File: src/rtl/cordic_pkg.sv
// Shared CORDIC constants, FSM state type and arctangent table (radians * 2^13).
// Used by the vectoring block and the rotation block.
package cordic_pkg;

  localparam int ITERATIONS      = 13;
  localparam int INT_WIDTH       = 18;
  localparam int PHASE_WIDTH     = 16;
  localparam int HALF_PI         = 12868;
  localparam int PI              = 25736;
  localparam int GAIN_COMP       = 4975;
  localparam int GAIN_COMP_SHIFT = 13;

  typedef enum logic [1:0] {
    IDLE,
    ITER,
    OUT
  } cordic_state_t;

  function automatic logic signed [PHASE_WIDTH-1:0] atan_angle(input logic [3:0] idx);
    logic signed [PHASE_WIDTH-1:0] angle;
    case (idx)
      4'd0:    angle = 16'sd6434;
      4'd1:    angle = 16'sd3798;
      4'd2:    angle = 16'sd2007;
      4'd3:    angle = 16'sd1019;
      4'd4:    angle = 16'sd511;
      4'd5:    angle = 16'sd256;
      4'd6:    angle = 16'sd128;
      4'd7:    angle = 16'sd64;
      4'd8:    angle = 16'sd32;
      4'd9:    angle = 16'sd16;
      4'd10:   angle = 16'sd8;
      4'd11:   angle = 16'sd4;
      4'd12:   angle = 16'sd2;
      default: angle = '0;
    endcase
    return angle;
  endfunction

endpackage

File: src/rtl/cordic_gain_comp.sv
// Registered CORDIC gain compensation: mag_out = (mag_in * GAIN_COMP) >> GAIN_COMP_SHIFT,
// built from shifted copies of mag_in selected by the coefficient bits.
module cordic_gain_comp
  import cordic_pkg::*;
#(
  parameter int MAG_WIDTH = 17
) (
  input  logic                 clk,
  input  logic                 sclr,
  input  logic                 in_valid,
  input  logic [MAG_WIDTH-1:0] mag_in,
  output logic                 out_valid,
  output logic [MAG_WIDTH-1:0] mag_out
);

  localparam int COEF_WIDTH = GAIN_COMP_SHIFT;
  localparam int PROD_WIDTH = MAG_WIDTH + COEF_WIDTH;
  localparam logic [COEF_WIDTH-1:0] COEF = COEF_WIDTH'(GAIN_COMP);

  logic [PROD_WIDTH-1:0] term [COEF_WIDTH];
  logic [PROD_WIDTH-1:0] prod;
  logic                  unused_frac;

  genvar gi;
  generate
    for (gi = 0; gi < COEF_WIDTH; gi++) begin : g_term
      assign term[gi] = COEF[gi] ? (PROD_WIDTH'(mag_in) << gi) : '0;
    end
  endgenerate

  always_comb begin
    prod = '0;
    for (int i = 0; i < COEF_WIDTH; i++) begin
      prod = prod + term[i];
    end
  end

  // Fractional bits are truncated away by the final shift.
  assign unused_frac = ^prod[GAIN_COMP_SHIFT-1:0];

  always_ff @(posedge clk or posedge sclr) begin
    if (sclr) begin
      out_valid <= 1'b0;
      mag_out   <= '0;
    end else begin
      out_valid <= in_valid;
      if (in_valid) begin
        mag_out <= prod[GAIN_COMP_SHIFT +: MAG_WIDTH];
      end
    end
  end

endmodule

File: src/rtl/cordic_vectoring.sv
// Iterative CORDIC vectoring: (x,y) -> magnitude and atan2 phase (radians * 2^13).
// Define CORDIC_VEC_GAIN_COMP_EN to scale mag_out by 1/1.6468 at the cost of one extra cycle.
module cordic_vectoring
  import cordic_pkg::*;
#(
  parameter int DATAIN_WIDTH = 16,
  parameter int ITERATIONS   = cordic_pkg::ITERATIONS
) (
  input  logic                           clk,
  input  logic                           sclr,
  input  logic                           nd,
  input  logic signed [DATAIN_WIDTH-1:0] x_in,
  input  logic signed [DATAIN_WIDTH-1:0] y_in,
  output logic                           busy,
  output logic                           rdy,
  output logic [DATAIN_WIDTH:0]          mag_out,
  output logic signed [DATAIN_WIDTH-1:0] phase_out
);

  cordic_state_t                  state_reg;
  logic [3:0]                     count_reg;
  logic signed [INT_WIDTH-1:0]    x_reg, y_reg;
  logic signed [PHASE_WIDTH-1:0]  z_reg;
  logic                           zero_reg;
  logic                           fin_reg;
  logic [DATAIN_WIDTH:0]          res_mag_reg;
  logic signed [DATAIN_WIDTH-1:0] res_phase_reg;

  logic signed [INT_WIDTH-1:0]    x_ext, y_ext, x_fold, y_fold;
  logic signed [PHASE_WIDTH-1:0]  z_fold;
  logic signed [INT_WIDTH-1:0]    x_shift, y_shift, x_step, y_step;
  logic signed [PHASE_WIDTH-1:0]  z_step;
  logic                           done;
  logic [DATAIN_WIDTH:0]          done_mag;

  assign x_ext = INT_WIDTH'(x_in);
  assign y_ext = INT_WIDTH'(y_in);

  // Rotate left-half-plane inputs by +/-90 degrees so the iterations start within convergence range.
  always_comb begin
    x_fold = x_ext;
    y_fold = y_ext;
    z_fold = '0;
    if (x_ext[INT_WIDTH-1]) begin
      if (!y_ext[INT_WIDTH-1]) begin
        x_fold = y_ext;
        y_fold = -x_ext;
        z_fold = PHASE_WIDTH'(HALF_PI);
      end else begin
        x_fold = -y_ext;
        y_fold = x_ext;
        z_fold = -PHASE_WIDTH'(HALF_PI);
      end
    end
  end

  always_comb begin
    x_shift = x_reg >>> count_reg;
    y_shift = y_reg >>> count_reg;
    if (!y_reg[INT_WIDTH-1]) begin
      x_step = x_reg + y_shift;
      y_step = y_reg - x_shift;
      z_step = z_reg + atan_angle(count_reg);
    end else begin
      x_step = x_reg - y_shift;
      y_step = y_reg + x_shift;
      z_step = z_reg - atan_angle(count_reg);
    end
  end

`ifdef CORDIC_VEC_GAIN_COMP_EN
  cordic_gain_comp #(
    .MAG_WIDTH(DATAIN_WIDTH + 1)
  ) u_gain_comp (
    .clk      (clk),
    .sclr     (sclr),
    .in_valid (fin_reg),
    .mag_in   (res_mag_reg),
    .out_valid(done),
    .mag_out  (done_mag)
  );
`else
  assign done     = fin_reg;
  assign done_mag = res_mag_reg;
`endif

  always_ff @(posedge clk or posedge sclr) begin
    if (sclr) begin
      state_reg     <= IDLE;
      count_reg     <= '0;
      x_reg         <= '0;
      y_reg         <= '0;
      z_reg         <= '0;
      zero_reg      <= 1'b0;
      fin_reg       <= 1'b0;
      res_mag_reg   <= '0;
      res_phase_reg <= '0;
      busy          <= 1'b0;
      rdy           <= 1'b0;
      mag_out       <= '0;
      phase_out     <= '0;
    end else begin
      fin_reg <= 1'b0;
      rdy     <= done;
      if (done) begin
        mag_out   <= done_mag;
        phase_out <= res_phase_reg;
        busy      <= 1'b0;
      end
      case (state_reg)
        IDLE: begin
          // busy stays high through the output stage, so nd is only taken once rdy has fired.
          if (nd && !busy) begin
            x_reg     <= x_fold;
            y_reg     <= y_fold;
            z_reg     <= z_fold;
            zero_reg  <= (x_in == '0) && (y_in == '0);
            count_reg <= '0;
            busy      <= 1'b1;
            state_reg <= ITER;
          end
        end
        ITER: begin
          x_reg <= x_step;
          y_reg <= y_step;
          z_reg <= z_step;
          if (count_reg == 4'(ITERATIONS - 1)) begin
            count_reg <= '0;
            state_reg <= OUT;
          end else begin
            count_reg <= count_reg + 4'd1;
          end
        end
        OUT: begin
          res_mag_reg   <= zero_reg ? '0 : x_reg[DATAIN_WIDTH:0];
          res_phase_reg <= zero_reg ? '0 : DATAIN_WIDTH'(z_reg);
          fin_reg       <= 1'b1;
          state_reg     <= IDLE;
        end
        default: state_reg <= IDLE;
      endcase
    end
  end

endmodule
File: config.mk
export PLATFORM = sky130hd
export DESIGN_NAME = cordic_vectoring
export DESIGN_NICKNAME = d
export VERILOG_FILES = /design/src/rtl/cordic_pkg.sv /design/src/rtl/cordic_gain_comp.sv /design/src/rtl/cordic_vectoring.sv
export SDC_FILE = /design/constraint.sdc
export NUM_CORES = 1
export LEC_CHECK = 0
export ABC_AREA = 0
export CAP_MARGIN = 15
export CORE_MARGIN = 2
export CORE_UTILIZATION = 56
export CTS_CLUSTER_DIAMETER = 150
export CTS_CLUSTER_SIZE = 40
export DETAILED_ROUTE_END_ITERATION = 10
export GPL_TIMING_DRIVEN = 0
export PLACE_DENSITY_LB_ADDON = 0.15
export SYNTH_ARGS = -nofsm -noshare
export SYNTH_HDL_FRONTEND = slang
export SYNTH_SLANG_ARGS = --single-unit
File: constraint.sdc
create_clock -name clk -period 5.01 [get_ports clk]
set_input_delay 1.002 -clock clk [delete_from_list [all_inputs] [get_ports clk]]
set_output_delay 1.002 -clock clk [all_outputs]
set_load 0.005 [all_outputs]
==> impl_metrics.ini, run 1 <==
[status]
run_status = completed

[grt]
grt_overflow = 0
antenna_found_initial = 0
grt.total_usage = 0.3710
grt_first_pass_wirelength_mm = 62.80
grt_max_degree = 94
grt_pass1_vias = 11126

[routing]
firstDrtPassIters = 8
via_per_inst = 6.648
route.detailed.drc = 0
drt-initial-drc-count = 1195
routed_wl_mm = 40.80
num_vias = 11607
wl_per_cell_um = 23.36
antenna_left = 0

[sta]
slew_headroom = 0.4330
slew_viol_final = 0
fin_setup_tns_ns = 0
period_share = 0.9929
rsz0062_at_grt = yes
fin_skew_ns = 0.01177
setup_violations = 0
fmax_mhz = 201.0
worst_pin_slew_ns = 0.8505
hold_viol_final = 0
layout_min_cycle_time_ns = 4.975

[synth]
synth-warning-count = 0
synth_cell_types = 83
ys_async_sr_fraction = 1.000
synthTopCellsByArea = dfrtp_1, ha_1, mux2_2
ys_ff_latch = 128
synthCells = 1351
synth-edff-count = 0
synth_top_area_share = 0.2739
ys_seq_area_frac = 0.2739
synth_fp_nets = 1450
yosysTopAreaCell = dfrtp_1
avgSynthCellArea_sq_um = 8.657
synth_area_sq_um = 11690
synth_flop_cell = dfrtp_1

[critical_path]
cp_slowest_cell = mux4_1
cp-end-kind = flop
crit_path_frequent_cell = or3_1
r2r_setup_slack_ns = 0.04
worstPathRequired_ns = 5.30
path_cells = mux4_1 > mux2i_1 > o2111ai_1 > a2111oi_2 > and4_4 > or3_1 > o21ai_0 > a22o_1 > ha_1 > or3_1 > o31ai_4 > buf_4 > xor2_1 > o22ai_1
cp_top_family = compound AO/OA/AOI/OAI gates
worstSetupStartpointType = flop
critPathMaxStageDelay_ns = 0.58
crit_type = reg -> reg
worst-path-max-fanout = 10
worstPathBufferInverterCount = 1
cp.arrival_ns = 5.27

[cells_and_area]
fillers = 1746
drive_gt1_frac = 0.1714
fin_nets = 1562
layout_commonest_cell = nand2_1
instances_no_fill = 1746
synthToLayoutAreaGrowth_pct = 17.95
antenna_cells = 0
fin_area_sq_um = 13790
most-common-layout-cells = nand2_1, dfrtp_1, nor2_1, a21oi_1, o21ai_0

[clock_tree]
root_buffer = clkbuf_16
clk_latency_ns = 0.43
clock-sinks = 128
cts.clk_slew.worst_paths_ns = 0.07
cts_buffers = 17
cts.htree.levels = 4
cts_tree = yes
cts.path.max_buffers = 2
cts_hold_buf = 0

[die]
io_pins = 70
die_area_sq_um = 22060
fp.dieW_um = 148.5
fp.coreArea_sq_um = 20360
start_util = 0.5743
die_height_um = 148.5
row_count = 52

[placed_design]
portBuffers = 67
placed_area_sq_um = 12740
place.gp.congestion = 1.069
place_inst = 1689
dp_hpwl_mm = 29.78

[worst_hold_path]
hp-class = reg -> reg

[flow_run]
maxCapViolations = 0
## metrics by stage
| stage | util | worst slack (ns) | hold WS, ns |
|---|---|---|---|
| 2_1_floorplan | - | 0.3579 | 0.3519 |
| 3_3_place_gp | 0.6238 | -1.318 | 0.3547 |
| 3_5_place_dp | 0.6254 | -1.366 | 0.3699 |
| 4_1_cts | 0.6605 | 0.005208 | 0.3849 |
| 5_1_grt | 0.6774 | -0.06709 | 0.4143 |
| 6_report | 0.6774 | 0.03537 | 0.3812 |
## layer usage
metal / vias up / track usage / wire (um)
met5: - / 0 / 0
met4: 0 / 0.2057 / 2457
met3: 176 / 0.09540 / 4122
met2: 723 / 0.5738 / 18090
met1: 5512 / 0.4761 / 16130
li1: 5196 / - / -
## cells by family after synthesis
logic type,synth area share
multiplexers,0.1367
XOR/XNOR,0.07115
buffers and inverters,0.05413
AO/OA/AOI/OAI,0.2262
adder cells (fa/ha/maj),0.07040
AND/OR/NAND/NOR,0.1675
flip-flops,0.2739
## layout make-up
class | count | area [sq um] | area share
Multi-Input combinational cell | 1092 | 8073 | 0.5852
Sequential cell | 128 | 3212 | 0.2328
Timing Repair Buffer | 93 | 885.9 | 0.06422
Buffer | 91 | 549.3 | 0.03982
Clock buffer | 17 | 425.4 | 0.03084
Tap cell | 270 | 337.8 | 0.02449
Inverter | 40 | 161.4 | 0.01170
Clock inverter | 15 | 150.1 | 0.01088
## synthesized netlist by cell type, types with 6 or more instances
cell type and instances:
o21a_1 7, or2_2 6, mux2i_1 29, nand4_1 7
ha_1 61, a311oi_1 7, o2111ai_1 6, a31oi_1 17
nor2b_1 14, nor2_1 108, o211ai_1 11, a21o_1 15
mux4_2 24, a21boi_0 6, nand2b_1 43, nand2_1 122
o21ai_0 100, a21oi_1 113, xnor2_1 53, inv_1 37
buf_1 8, o22ai_1 10, clkbuf_8 9, dfrtp_1 128
nand3_1 19, or3_1 18, o31ai_1 11, a211oi_1 53
buf_6 6, mux2_2 51, and2_1 10, and3_1 9
nor3_1 30, xor2_1 42, clkbuf_1 63
## path summary, 6_finish.rpt
kind                       depth (start not counted)       from         end
max                                               14  y_reg[13]   x_reg[15]
min                                                0       done         rdy
max reg2reg                                       14  y_reg[13]   x_reg[15]
min reg2reg                                        0       done         rdy
max in group asynchronous                          3       sclr   x_reg[13]
min in group asynchronous                          2       sclr  mag_out[3]
## repair_timing
| item | CTS | global route |
|---|---|---|
| gates cloned | 0 | 0 |
| pin swaps | 6 | 16 |
| setup endpoints to repair | 32 | 15 |
| setup buffers | 3 | 22 |
| resized for setup | 45 | 64 |
Power of run 1 is not shown: default switching activity piles up to over one toggle a cycle in this logic, so the estimate is an artifact.
==> run 2, diff against run 1 <==
- CORE_MARGIN: 2 -> not set
==> impl_metrics.ini, run 2 (synthesis gave the netlist of run 1 again) <==
[status]
run_status = completed

[cells_and_area]
multiInputGateArea_sq_um = 8122
seq_area_sq_um = 3208
drive_gt1_frac = 0.1715
fin_nets = 1555
fin_area_sq_um = 13870
most-common-layout-cells = dfrtp_1, nand2_1, nor2_1, a21oi_1, o21ai_0
instances_no_fill = 1741
fillers = 1748
layout_commonest_cell = dfrtp_1
synthToLayoutAreaGrowth_pct = 18.62

[critical_path]
critPathMaxStageDelay_ns = 0.58
cp_top_family = compound AO/OA/AOI/OAI gates
r2r_cells = 16
rr_endpoint = y_reg[17]
cp_slowest_cell = dfrtp_1
worst-path-max-fanout = 8
worstPathBufferInverterCount = 0
cp.arrival_ns = 5.34
worstPathRequired_ns = 5.36
crit_type = reg -> reg
cp-end-kind = flop
r2r_start = x_reg[11]
worstSetupStartpointType = flop
r2r_setup_slack_ns = 0.02
path_cells = mux2_4 > mux2_2 > mux4_2 > or3_4 > nor4b_4 > a21oi_1 > xor2_1 > ha_1 > and3_4 > a221o_1 > a21oi_2 > a31oi_2 > a21o_2 > a21oi_4 > xnor2_2 > a21oi_2
crit_path_frequent_cell = a21oi_2

[worst_hold_path]
hp-start = done
hp-class = reg -> reg
hold_depth = 0
min_to = rdy

[sta]
setup_violations = 0
slew_headroom = 0.3893
rsz0062_at_grt = yes
period_share = 0.9954
whs_ns = 0.3846
layout_min_cycle_time_ns = 4.987
fmax_mhz = 200.5
fin_skew_ns = 0.01419
fin_ws_ns = 0.02285
worst_pin_slew_ns = 0.9160
slew_viol_final = 0
hold_viol_final = 0

[routing]
drt-initial-drc-count = 1316
antenna_left = 0
via_per_inst = 6.765
route.detailed.drc = 0
routed_wl_mm = 43.00
firstDrtPassIters = 6
num_vias = 11778
wl_per_cell_um = 24.70

[placed_design]
place_inst = 1689
portBuffers = 67
place.gp.congestion = 1.020
placed_area_sq_um = 12740
dp_hpwl_mm = 31.94
pre_cts_slack_ns = -1.434

[die]
die_height_um = 146.5
die_area_sq_um = 21470
row_count = 52
fp.coreArea_sq_um = 20360
fp.dieW_um = 146.5
io_pins = 70
start_util = 0.5743

[clock_tree]
cts_tree = yes
cts.clk_slew.worst_paths_ns = 0.07
cts.path.max_buffers = 2
clock-sinks = 128
cts_buffers = 17
cts.htree.levels = 4
clk_latency_ns = 0.44
root_buffer = clkbuf_16

[grt]
grt_max_degree = 97
grt_pass1_vias = 11339
grt_first_pass_wirelength_mm = 65.50
antenna_found_initial = 0
grt.total_usage = 0.4027
grt_overflow = 0

[flow_run]
maxCapViolations = 0
-- run 2: cell count changes in the layout (fill, tap and decap cells not counted), moves of 3 or more --
| cell | delta |
|---|---|
| buf_4 | -8 |
| clkinv_4 | -6 |
| clkinv_2 | -3 |
| clkinvlp_4 | +3 |
| dfrtp_1 | +3 |
| dfrtp_2 | -3 |
| o21ai_1 | -3 |
-- run 2: repair_timing --
action,CTS,global route
buffers inserted,3,16
pin swaps,5,22
gates resized for setup,52,77
endpoints found under the setup margin,33,13
hold buffers,0,0
-- run 2: cell type report --
type,instances,area share
multi-input cells,1092,0.5855
flip-flops and latches,128,0.2313
repair buffers,87,0.06061
plain buffers,90,0.04185
clock buffers,17,0.03067
well taps,270,0.02435
clock inverters,15,0.01362
inverters,40,0.01182
diodes,2,0.0003608
-- run 2: through the flow --
step,setup TNS (ns),util
finish,0,0.6812
global route,-0.1154,0.6809
CTS,0,0.6647
detailed placement,-19.20,0.6254
global placement,-177.64,0.6238
floorplan,0,-
-- run 2: metal layers --
metal  wire length, um  vias to the layer above  GRT usage  part of all wire
li1                  -                     5170          -                 -
met1             16790                     5641     0.5072              0.39
met2             18930                      768     0.6236              0.44
met3              4576                      199     0.1050              0.11
met4              2693                        0     0.2359             0.063
met5                 0                        -          0                 0
-- run 2: worst max-delay path by stage --
stage,from,to,depth (start not counted)
after global placement,count_reg[3],z_reg[15],22
after global routing,count_reg[0],y_reg[17],19
after detailed placement,count_reg[3],z_reg[15],22
after CTS,count_reg[0],y_reg[17],19
after floorplan,count_reg[0],y_reg[17],19
final,x_reg[11],y_reg[17],16
-- run 2: worst register-to-register path, cell delays in order, from the launching register on --
cell and delay, ns:
dfrtp_1 0.58, mux2_4 0.37, mux2_2 0.28, mux4_2 0.52, or3_4 0.45, nor4b_4 0.36
a21oi_1 0.13, xor2_1 0.35, ha_1 0.37, and3_4 0.18, a221o_1 0.31, a21oi_2 0.23
a31oi_2 0.13, a21o_2 0.23, a21oi_4 0.14, xnor2_2 0.10, a21oi_2 0.18
Power of run 2 is left out for the same reason.
==> run 3, diff against run 2 <==
- ABC_AREA: 0 -> not set
- CTS_CLUSTER_DIAMETER: 150 -> 200
==> results of run 3 <==
Same layout as run 2: the final DEF is identical, and so are final timing and power.
Power of run 3 is left out for the same reason.
